===== config.mk =====
export PLATFORM = sky130hd
export DESIGN_NAME = core_sequencer
export DESIGN_NICKNAME = d
export VERILOG_FILES = /design/src/rtl/core_sequencer.sv
export SDC_FILE = /design/constraint.sdc
export NUM_CORES = 1
export LEC_CHECK = 0
export BUFFER_PORTS_ARGS = -buffer_cell sky130_fd_sc_hd__buf_2
export CAP_MARGIN = 20
export CORE_UTILIZATION = 50
export DETAILED_ROUTE_END_ITERATION = 6
export PLACE_DENSITY = 0.79
export SLEW_MARGIN = 0
export SYNTH_ARGS = -nofsm -noshare
export SYNTH_HDL_FRONTEND = slang
export SYNTH_SLANG_ARGS = --single-unit

===== constraint.sdc =====
create_clock -name clk -period 2.3 [get_ports clk]
set_input_delay 0.46 -clock clk [delete_from_list [all_inputs] [get_ports clk]]
set_output_delay 0.46 -clock clk [all_outputs]
set_load 0.01 [all_outputs]

===== src/rtl/core_sequencer.sv =====
// core_sequencer: multi-cycle fetch / decode / execute / writeback control FSM.
// Stops in a sticky BREAK state on HALT, illegal opcode, ALU timeout or debug halt.
module core_sequencer #(
    parameter int unsigned       ADDR_W    = 16,
    parameter logic [ADDR_W-1:0] RESET_PC  = '0,
    parameter logic [31:0]       HALT_WORD = 32'h0010_0073,
    parameter int unsigned       MAX_EXEC  = 16
) (
    input  logic              clk,
    input  logic              rst,
    output logic              imem_req,
    output logic [ADDR_W-1:0] imem_addr,
    input  logic              imem_ack,
    input  logic [31:0]       imem_rdata,
    output logic [31:0]       instr,
    output logic              alu_start,
    input  logic              alu_done,
    output logic              rf_we,
    output logic [4:0]        rf_waddr,
    input  logic              dbg_halt_req,
    output logic [2:0]        state,
    output logic              halted,
    output logic [1:0]        cause,
    output logic [ADDR_W-1:0] pc,
    output logic [31:0]       retired
);

    localparam int unsigned      CNT_W     = 8;
    localparam logic [CNT_W-1:0] LAST_EXEC = CNT_W'(MAX_EXEC - 1);
    localparam logic [6:0]       OP_R      = 7'b0110011;
    localparam logic [6:0]       OP_I      = 7'b0010011;
    localparam logic [1:0]       C_NONE    = 2'b00;
    localparam logic [1:0]       C_HALT    = 2'b01;
    localparam logic [1:0]       C_ILL     = 2'b10;
    localparam logic [1:0]       C_TMO     = 2'b11;

    typedef enum logic [2:0] {
        ST_FETCH     = 3'b001,
        ST_DECODE    = 3'b010,
        ST_EXECUTE   = 3'b011,
        ST_WRITEBACK = 3'b100,
        ST_BREAK     = 3'b110
    } state_t;

    state_t           st;
    logic [CNT_W-1:0] exec_cnt;

    // Fetch request is suppressed while reset is held even though st is already FETCH.
    assign imem_req  = (st == ST_FETCH) && !rst;
    assign imem_addr = pc;
    assign rf_waddr  = instr[11:7];
    assign state     = st;

    always_ff @(posedge clk) begin
        if (rst) begin
            st        <= ST_FETCH;
            pc        <= RESET_PC;
            instr     <= '0;
            retired   <= '0;
            cause     <= C_NONE;
            exec_cnt  <= '0;
            halted    <= 1'b0;
            rf_we     <= 1'b0;
            alu_start <= 1'b0;
        end else begin
            alu_start <= 1'b0;
            rf_we     <= 1'b0;
            case (st)
                ST_FETCH: begin
                    if (dbg_halt_req) begin
                        st     <= ST_BREAK;
                        cause  <= C_HALT;
                        halted <= 1'b1;
                    end else if (imem_ack) begin
                        instr <= imem_rdata;
                        st    <= ST_DECODE;
                    end
                end
                ST_DECODE: begin
                    if (instr == HALT_WORD) begin
                        st     <= ST_BREAK;
                        cause  <= C_HALT;
                        halted <= 1'b1;
                    end else if (instr[6:0] == OP_R || instr[6:0] == OP_I) begin
                        st        <= ST_EXECUTE;
                        alu_start <= 1'b1;
                        exec_cnt  <= '0;
                    end else begin
                        st     <= ST_BREAK;
                        cause  <= C_ILL;
                        halted <= 1'b1;
                    end
                end
                ST_EXECUTE: begin
                    exec_cnt <= exec_cnt + CNT_W'(1);
                    // Done is ignored on the start cycle and beats a coincident timeout.
                    if (alu_done && exec_cnt != '0) begin
                        st    <= ST_WRITEBACK;
                        rf_we <= (instr[11:7] != 5'd0);
                    end else if (exec_cnt == LAST_EXEC) begin
                        st     <= ST_BREAK;
                        cause  <= C_TMO;
                        halted <= 1'b1;
                    end
                end
                ST_WRITEBACK: begin
                    pc      <= pc + ADDR_W'(1);
                    retired <= retired + 32'd1;
                    st      <= ST_FETCH;
                end
                ST_BREAK: begin
                end
                default: begin
                    st     <= ST_BREAK;
                    cause  <= C_ILL;
                    halted <= 1'b1;
                end
            endcase
        end
    end

endmodule

==> results.ini, run 1 <==
[status]
outcome=complete, no violations

[clock_network]
tritoncts=yes
cts_inserted_buffers=9
hold_buffers=0
post_cts_resized=0
postCtsSetupRepairBufs=0
clkTransAtPathRegs_ns=0.09
cts-htree-levels=3
clock_latency_ns=0.35
cts_root_buf=clkbuf_8
clock_sinks=96
cts_buffer_depth=2

[global_route]
grt_usage_pct=23.0
antenna_found_initial=0
grt_pass1_wl_mm=18.0
grt_overflow=0
grt_max_degree=51
grt_pass1_vias=3881

[floorplan]
die_w_um=96.6
coreArea_um2=8680
rows=34
die_y_um=96.6
dieArea_um2=9340
ios=147
initial_utilization_pct=51.6

[final_layout]
fin_util_pct=61.5
final_common_cell=buf_2
design_area_um2=5340
area_delta_synth_final_pct=19.3
drive_above_1_share_pct=28.4
final_cell_mix=146 x buf_2, 96 x dfxtp_1, 85 x nand2_1
nets=697
diodes=0

[routing]
dr.pass1.iters=4
via_per_inst=5.46
drc=0
routed-via-count=4199
wl_mm=10.7
first_iter_violations=155
ant_nets=0
post_drt_wl_per_cell_um=14.0

[power]
ir_drop_v=0.000305
p_leak_nw=2.28
p_per_area_nw_per_um2=605

[synth]
yosysWarnings=0
netlist_area_um2=4480
synth.area.top_cells=dfxtp_1 43%, nand2_1 7.1%, a21oi_1 6.8%
yosysUniqueCellTypes=51
synth_nets=579
async_reset_ff_share_pct=0
ys_seq_area_share_pct=42.9
synth_top_area_cell=dfxtp_1
ys_dominant_reg_cell=dfxtp_1
synth-edff-count=0
synth.top_cell.area_share_pct=42.9
ys_ff_latch=96
syn_area_per_cell_um2=8.32
netlist_instances=538

[setup_path]
cp-endpoint=retired[30]
worstReg2RegStart=retired[0]
r2r_end=retired[30]
crit_chain=ha_1 > and3_1 > nand4_1 > nor4_1 > mux2_2
crit_required_ns=2.54
cp_max_fo=9
critPathLaunchType=flip-flop
path_class=reg2reg
cp_data_arrival_time_ns=2.33
r2r_slack_ns=0.21
cp_slowest_stage_delay_ns=0.42
crit_start=retired[0]
cp-end-kind=flip-flop
slowest_stage=dfxtp_1
reg2reg_depth=5

[place]
dpl-instance-area_um2=5130
gp_congestion=0.847
portBuffers=146
dp_hpwl_mm=7.81

[timing]
setup_viol=0
fmax_mhz=478
setup_tns_ns=0
maxSlewViolCount=0
hold_violations=0
rsz0062_at_grt=false
relSlewSlack_pct=66.1
tightest_slew_ns=0.509
post-route-period-util_pct=90.9
final.setup_skew_ns=0.0124
min_period_ns=2.09

[hold_path]
holdCritPathClass=in2reg

[run]
cap_violations=0

==> logic make-up after synthesis <==
logic type,Yosys count,synth area share (%)
fa+ha+maj,4,1.12
mux,8,2.01
compound gates,95,12.4
simple gates,255,30.4
buf+inv,59,7.10
xor+xnor,21,4.11
flops,96,42.9
==> where the power goes <==
| part | switching, mW | leakage [nW] | internal, mW |
|---|---|---|---|
| Clock | 0.571 | 0.0948 | 0.563 |
| Sequential | 0.0488 | 0.776 | 1.71 |
| Combinational | 0.197 | 1.41 | 0.145 |
| Total | 0.817 | 2.28 | 2.41 |
==> worst max-delay path, delay by kind of cell (launching register included) <==
kind,cells,cell delay [ns]
adder cells (fa/ha/maj),1,0.18
flip-flops,1,0.42
AND/OR/NAND/NOR,3,1.01
multiplexers,1,0.37
==> flip-flops by register name, indices dropped and copies added, names as in the netlist <==
register	cells
instr	32
retired	32
imem_addr	16
exec_cnt	8
state	3
cause	2
alu_start	1
halted	1
rf_we	1
==> area by class of cell <==
cell class / instances / area [µm²]
fillers: 799 / 3340
multi-input cells: 383 / 2240
flip-flops and latches: 96 / 1920
repair buffers: 155 / 798
clock buffers: 12 / 155
well taps: 108 / 135
clock inverters: 4 / 52.6
inverters: 11 / 41.3
==> layer usage <==
layer	vias to the layer above	track usage, %	part of all wire (%)
li1	2115	-	-
met1	1934	30.5	44
met2	136	37.0	47
met3	14	5.42	6.8
met4	0	7.23	1.4
met5	-	0	0
==> synthesized netlist by cell type, types with 2 or more instances <==
master and n:
ha_1 4, nand4_1 18, buf_2 8, nor2b_1 7
mux2_2 8, nor2_1 44, or4_1 13, o31ai_1 11
or3_1 15, clkbuf_1 17, nor4_1 9, and4_1 9
a21oi_1 61, nor3_1 9, buf_4 21, xnor2_1 6
o21bai_1 2, nand2b_1 5, nor4b_1 2, nand2_1 85
dfxtp_1 96, xor2_1 15, and3_1 7, nand3_1 17
nand3b_1 2, o21ai_0 12, inv_1 11
==> metrics by stage <==
step | cells | hold slack [ns] | setup WS (ns) | power [mW]
after detailed placement | 753 | 0.455 | 0.217 | 2.14
after global placement | 753 | 0.448 | 0.337 | 2.12
after floorplan | 538 | 0.447 | 0.362 | 2.01
after global routing | 769 | 0.319 | 0.0775 | 3.38
after CTS | 769 | 0.321 | 0.198 | 3.26
final | 769 | 0.337 | 0.210 | 3.23
==> how the worst min path moves through the flow <==
stage / cells after the start / to / start
global placement: 2 / instr[2] / instr[2]
global route: 3 / instr[3] / imem_rdata[3]
finish: 3 / instr[0] / imem_rdata[0]
CTS: 3 / instr[0] / imem_rdata[0]
floorplan: 2 / exec_cnt[7] / exec_cnt[7]
detailed placement: 2 / instr[2] / instr[2]
(Power assumes the default switching activity.)
==> inputs of run 2 (changes only) <==
PLACE_DENSITY = 0.8   (was 0.79)
==> run 2 against run 1 <==
Against the previous run:
- clock skew rose by 0.00076 ns
- highest routed layer unchanged
- hold slack improved by 0.0040 ns
- largest cell class unchanged
- via count rose by 2.0%
- utilization fell by 0.19 points
- critical path depth fell by 1
- setup slack improved by 0.0067 ns
- clock power fell by 6%
- die area did not move
- global-route usage rose by 0.36 points
- design area fell by 0.30%
- sequential share of layout area rose by 0.11 points
==> results.ini, run 2 (synthesis gave the netlist of run 1 again) <==
[final_layout]
final_cell_mix=146 x buf_2, 96 x dfxtp_1, 85 x nand2_1  ; unchanged
fin_util_pct=61.4  ; was 61.5%
drive_above_1_share_pct=28.2  ; was 28.4%
area_delta_synth_final_pct=18.9  ; was 19.3%
final_common_cell=buf_2  ; unchanged
multi_input_comb_area_um2=2240  ; unchanged
n_fill_cell=794  ; was 799
diodes=0  ; unchanged
regArea_um2=1920  ; unchanged
nets=696  ; was 697

[power]
p_per_area_nw_per_um2=594  ; was 605 nW/µm²
switching_share_pct=25.8  ; was 25.3%
p_clk_share_pct=33.6  ; was 35.1%
power_frac_seq_pct=55.5  ; was 54.3%
intPower_mw=2.35  ; was 2.41 mW
combPwrFrac_pct=10.9  ; was 10.6%
p_leak_nw=2.27  ; was 2.28 nW
switching_power_mw=0.816  ; was 0.817 mW
ir_drop_v=0.000381  ; was 0.000305 V

[run]
cap_violations=0  ; unchanged

[clock_network]
clock_sinks=96  ; unchanged
postCtsSetupRepairBufs=0  ; unchanged
cts_buffer_depth=2  ; unchanged
cts-htree-levels=3  ; unchanged
cts_inserted_buffers=9  ; unchanged
hold_buffers=0  ; unchanged
clkTransAtPathRegs_ns=0.09  ; about the same
post_cts_resized=0  ; unchanged
tritoncts=yes  ; unchanged
clock_latency_ns=0.35  ; about the same
cts_root_buf=clkbuf_8  ; unchanged

[global_route]
grt_pass1_vias=3846  ; was 3881
grt_pass1_wl_mm=18.1  ; was 18.0 mm
grt_usage_pct=23.3  ; was 23.0%
grt_max_degree=74  ; was 51
antenna_found_initial=0  ; unchanged
grt_overflow=0  ; unchanged

[floorplan]
dieArea_um2=9340  ; unchanged
coreArea_um2=8680  ; unchanged
ios=147  ; unchanged
rows=34  ; unchanged
die_y_um=96.6  ; unchanged
initial_utilization_pct=51.6  ; unchanged
die_w_um=96.6  ; unchanged

[setup_path]
cp_slowest_stage_delay_ns=0.65  ; was 0.42 ns
crit_chain=nand2_4 > o41a_1 > or4_1 > a21oi_1  ; was ha_1 > and3_1 > nand4_1 > nor4_1 > mux2_2
critPathLaunchType=flip-flop  ; unchanged
cp_data_arrival_time_ns=2.37  ; was 2.33 ns
cp_max_fo=14  ; was 9
crit_required_ns=2.58  ; was 2.54 ns
path_class=reg2reg  ; unchanged
critical-path-top-delay-family=compound AO/OA/AOI/OAI gates  ; was simple AND/OR/NAND/NOR gates
critical_path_buf_inv_count=0  ; unchanged
cp-end-kind=flip-flop  ; unchanged
slowest_stage=dfxtp_1  ; unchanged

[timing]
maxSlewViolCount=0  ; unchanged
final.setup_skew_ns=0.0132  ; was 0.0124 ns
hold_violations=0  ; unchanged
setup_tns_ns=0  ; unchanged
tightest_slew_ns=0.507  ; was 0.509 ns
fmax_mhz=480  ; was 478 MHz
relSlewSlack_pct=66.2  ; was 66.1%
rsz0062_at_grt=false  ; unchanged
setup_viol=0  ; unchanged
min_period_ns=2.08  ; was 2.09 ns
post-route-period-util_pct=90.6  ; was 90.9%

[routing]
top_layer_used=met4  ; unchanged
wl_met2_mm=5.24  ; was 5.09 mm
via_per_inst=5.59  ; was 5.46
first_iter_violations=189  ; was 155
drc=0  ; unchanged
post_drt_wl_per_cell_um=14.4  ; was 14.0 µm
wl_met3_um=738  ; was 726 µm
dr.pass1.iters=4  ; unchanged
wl_mm=11.0  ; was 10.7 mm
routed-via-count=4284  ; was 4199
wl_met1_mm=4.86  ; was 4.77 mm
ant_nets=0  ; unchanged

[place]
dp_hpwl_mm=7.88  ; was 7.81 mm
portBuffers=146  ; unchanged
gp_congestion=0.828  ; was 0.847

[hold_path]
holdCritPathClass=in2reg  ; unchanged

[status]
outcome=complete, no violations  ; unchanged

==> run 2: cell count changes in the layout (fill, tap and decap cells not counted) <==
cell        change
clkinvlp_4      -1
buf_12          +1
clkinv_2        +1
clkbuf_8        -2
buf_4           -2
clkinv_4        +1
==> run 2: worst register-to-register path, stage by stage (launching register included) <==
cell and delay (ns):
dfxtp_1 0.65, nand2_4 0.11, o41a_1 0.55, or4_1 0.56, a21oi_1 0.15
==> run 2: power by group through the flow <==
| stage | Combinational, mW | Clock [mW] | Sequential (mW) |
|---|---|---|---|
| floorplan | 0.209 | 0 | 1.80 |
| global placement | 0.334 | 0 | 1.79 |
| detailed placement | 0.342 | 0 | 1.79 |
| CTS | 0.344 | 1.09 | 1.76 |
| global route | 0.379 | 1.17 | 1.76 |
| finish | 0.344 | 1.06 | 1.76 |
==> run 2: through the flow <==
stage,worst slack [ns],area (µm²),std cells,hold WS (ns),power (mW)
2_1_floorplan,0.362,4480,538,0.447,2.01
3_3_place_gp,0.330,5130,751,0.452,2.12
3_5_place_dp,0.240,5130,751,0.464,2.14
4_1_cts,0.204,5320,766,0.319,3.19
5_1_grt,0.0984,5330,767,0.312,3.31
6_report,0.217,5330,767,0.341,3.16
==> run 2: area by class of cell <==
| class | count | area share, % |
|---|---|---|
| repair buffers | 154 | 15.1 |
| clock buffers | 10 | 2.40 |
| clock inverters | 5 | 1.10 |
| well taps | 108 | 2.54 |
| flip-flops and latches | 96 | 36.1 |
| inverters | 11 | 0.775 |
| multi-input cells | 383 | 42.0 |
==> run 2: routing by layer <==
metal	GRT usage (%)	vias up
met5	0	-
li1	-	2104
met3	5.13	14
met4	8.27	0
met1	30.5	2011
met2	37.9	155
==> run 2: path summary, 6_finish.rpt <==
path                  startpoint           to  slack (ns)  cells after the start
setup reg to reg        state[1]  exec_cnt[5]        0.22                      4
setup / recovery        state[1]  exec_cnt[5]        0.22                      4
hold / removal    imem_rdata[21]    instr[21]        0.34                      3
hold reg to reg         instr[3]     instr[3]        0.48                      2
==> inputs of run 3 (changes only) <==
CTS_BUF_LIST = sky130_fd_sc_hd__clkbuf_8   (was unset)
==> run 3 against run 2 <==
Against the previous run:
- non-clock buffer count stayed put
- combinational power hardly changed
- fmax hardly changed
- utilization stayed put
- total power is 0.15% lower
- design area stayed put
- count of clock-buffer cells in the layout is 1 lower
- hold slack hardly changed
- wire length hardly changed
- clock skew is 0.00053 ns higher
- clock power hardly changed
- register-to-register slack hardly changed
==> results.ini, run 3 (synthesis gave the netlist of run 1 again) <==
[final_layout]
nets=696  ; unchanged
area_delta_synth_final_pct=18.9  ; unchanged
final_cell_mix=146 x buf_2, 96 x dfxtp_1, 85 x nand2_1  ; unchanged
design_area_um2=5330  ; unchanged
drive_above_1_share_pct=28.2  ; unchanged
final_common_cell=buf_2  ; unchanged
finalNonFillerCells=767  ; unchanged
diodes=0  ; unchanged
fin_util_pct=61.4  ; unchanged
n_fill_cell=794  ; unchanged

[routing]
first_iter_violations=194  ; was 189
dr.pass1.iters=4  ; unchanged
ant_nets=0  ; unchanged
drc=0  ; unchanged
via_per_inst=5.58  ; was 5.59
routed-via-count=4281  ; was 4284
wl_mm=11.0  ; about the same
post_drt_wl_per_cell_um=14.3  ; was 14.4 µm

[global_route]
grt_usage_pct=23.3  ; unchanged
grt_overflow=0  ; unchanged
antenna_found_initial=0  ; unchanged
grt_pass1_wl_mm=18.1  ; unchanged
grt_max_degree=74  ; unchanged
grt_pass1_vias=3846  ; unchanged

[setup_path]
path_class=reg2reg  ; unchanged
crit_required_ns=2.58  ; about the same
crit_chain=nand2_4 > o41a_1 > or4_1 > a21oi_1  ; unchanged
cp_max_fo=14  ; unchanged
cp-end-kind=flip-flop  ; unchanged
critical-path-top-delay-family=compound AO/OA/AOI/OAI gates  ; unchanged
slowest_stage=dfxtp_1  ; unchanged
cp.depth=4  ; unchanged
critPathLaunchType=flip-flop  ; unchanged
reg2reg_depth=4  ; unchanged
critical_path_buf_inv_count=0  ; unchanged
cp_slowest_stage_delay_ns=0.65  ; about the same
cp_data_arrival_time_ns=2.36  ; was 2.37 ns

[floorplan]
coreArea_um2=8680  ; unchanged
die_w_um=96.6  ; unchanged
die_y_um=96.6  ; unchanged
rows=34  ; unchanged
ios=147  ; unchanged
initial_utilization_pct=51.6  ; unchanged
dieArea_um2=9340  ; unchanged

[place]
placed_cells=751  ; unchanged
gp_congestion=0.828  ; unchanged
dp_hpwl_mm=7.88  ; unchanged
dpl-instance-area_um2=5130  ; unchanged
portBuffers=146  ; unchanged
pre_cts_slack_ns=0.240  ; unchanged

[clock_network]
cts_root_buf=clkbuf_8  ; unchanged
hold_buffers=0  ; unchanged
clkTransAtPathRegs_ns=0.09  ; about the same
clock_latency_ns=0.35  ; about the same
cts_buffer_depth=2  ; unchanged
tritoncts=yes  ; unchanged
clock_sinks=96  ; unchanged
cts-htree-levels=3  ; unchanged
cts_inserted_buffers=9  ; unchanged

[timing]
hold_violations=0  ; unchanged
maxSlewViolCount=0  ; unchanged
setup_tns_ns=0  ; unchanged
fmax_mhz=480  ; about the same
rsz0062_at_grt=false  ; unchanged
tightest_slew_ns=0.507  ; unchanged
relSlewSlack_pct=66.2  ; unchanged
final.setup_skew_ns=0.0137  ; was 0.0132 ns
layout_setup_ws_ns=0.217  ; about the same
min_period_ns=2.08  ; about the same
post-route-period-util_pct=90.6  ; about the same
setup_viol=0  ; unchanged
hold_slack_ns=0.341  ; about the same

[power]
power_frac_seq_pct=55.6  ; was 55.5%
p_per_area_nw_per_um2=593  ; was 594 nW/µm²
switching_power_mw=0.816  ; about the same
ir_drop_v=0.000381  ; about the same
power_mw=3.16  ; about the same
switching_share_pct=25.8  ; about the same
combPwrFrac_pct=10.9  ; about the same
p_clk_share_pct=33.5  ; was 33.6%
p_leak_nw=2.27  ; about the same
intPower_mw=2.34  ; was 2.35 mW

[status]
outcome=complete, no violations  ; unchanged

[run]
cap_violations=0  ; unchanged

[hold_path]
holdCritPathClass=in2reg  ; unchanged
whs_path_depth=3  ; unchanged

## run 3: worst min-delay path, delay by kind of cell
family / cells / cell delay, ns
simple gates: 1 / 0.04
buf+inv: 1 / 0.09
compound gates: 1 / 0.05
## run 3: final timing paths
path | from | end | slack (ns)
min | imem_rdata[21] | instr[21] | 0.34
max | state[1] | exec_cnt[6] | 0.22
min reg2reg | instr[3] | instr[3] | 0.48
max reg2reg | state[1] | exec_cnt[6] | 0.22
## run 3: cell type report
class,count,area [µm²],area share (%)
clock inverters,6,62.6,1.17
inverters,11,41.3,0.775
repair buffers,154,803,15.1
clock buffers,9,124,2.33
multi-input cells,383,2240,42.0
flip-flops and latches,96,1920,36.1
well taps,108,135,2.54
## run 3: power by group through the flow
stage | Clock (mW) | Sequential, mW | Combinational, mW
finish | 1.06 | 1.76 | 0.344
CTS | 1.08 | 1.76 | 0.344
floorplan | 0 | 1.80 | 0.209
global placement | 0 | 1.79 | 0.334
global route | 1.16 | 1.76 | 0.379
detailed placement | 0 | 1.79 | 0.342
## run 3: what timing repair did
item | 4_1_cts | 5_1_grt
setup endpoints to repair | 0 | 1
setup buffers | 0 | 1
resized for setup | 0 | 0
endpoints found under the hold margin | 0 | 0
## run 3: layer usage
layer / global-route usage, % / routed length, µm
met5: 0 / 0
met4: 8.27 / 164
met3: 5.13 / 730
met2: 37.9 / 5250
met1: 30.5 / 4860
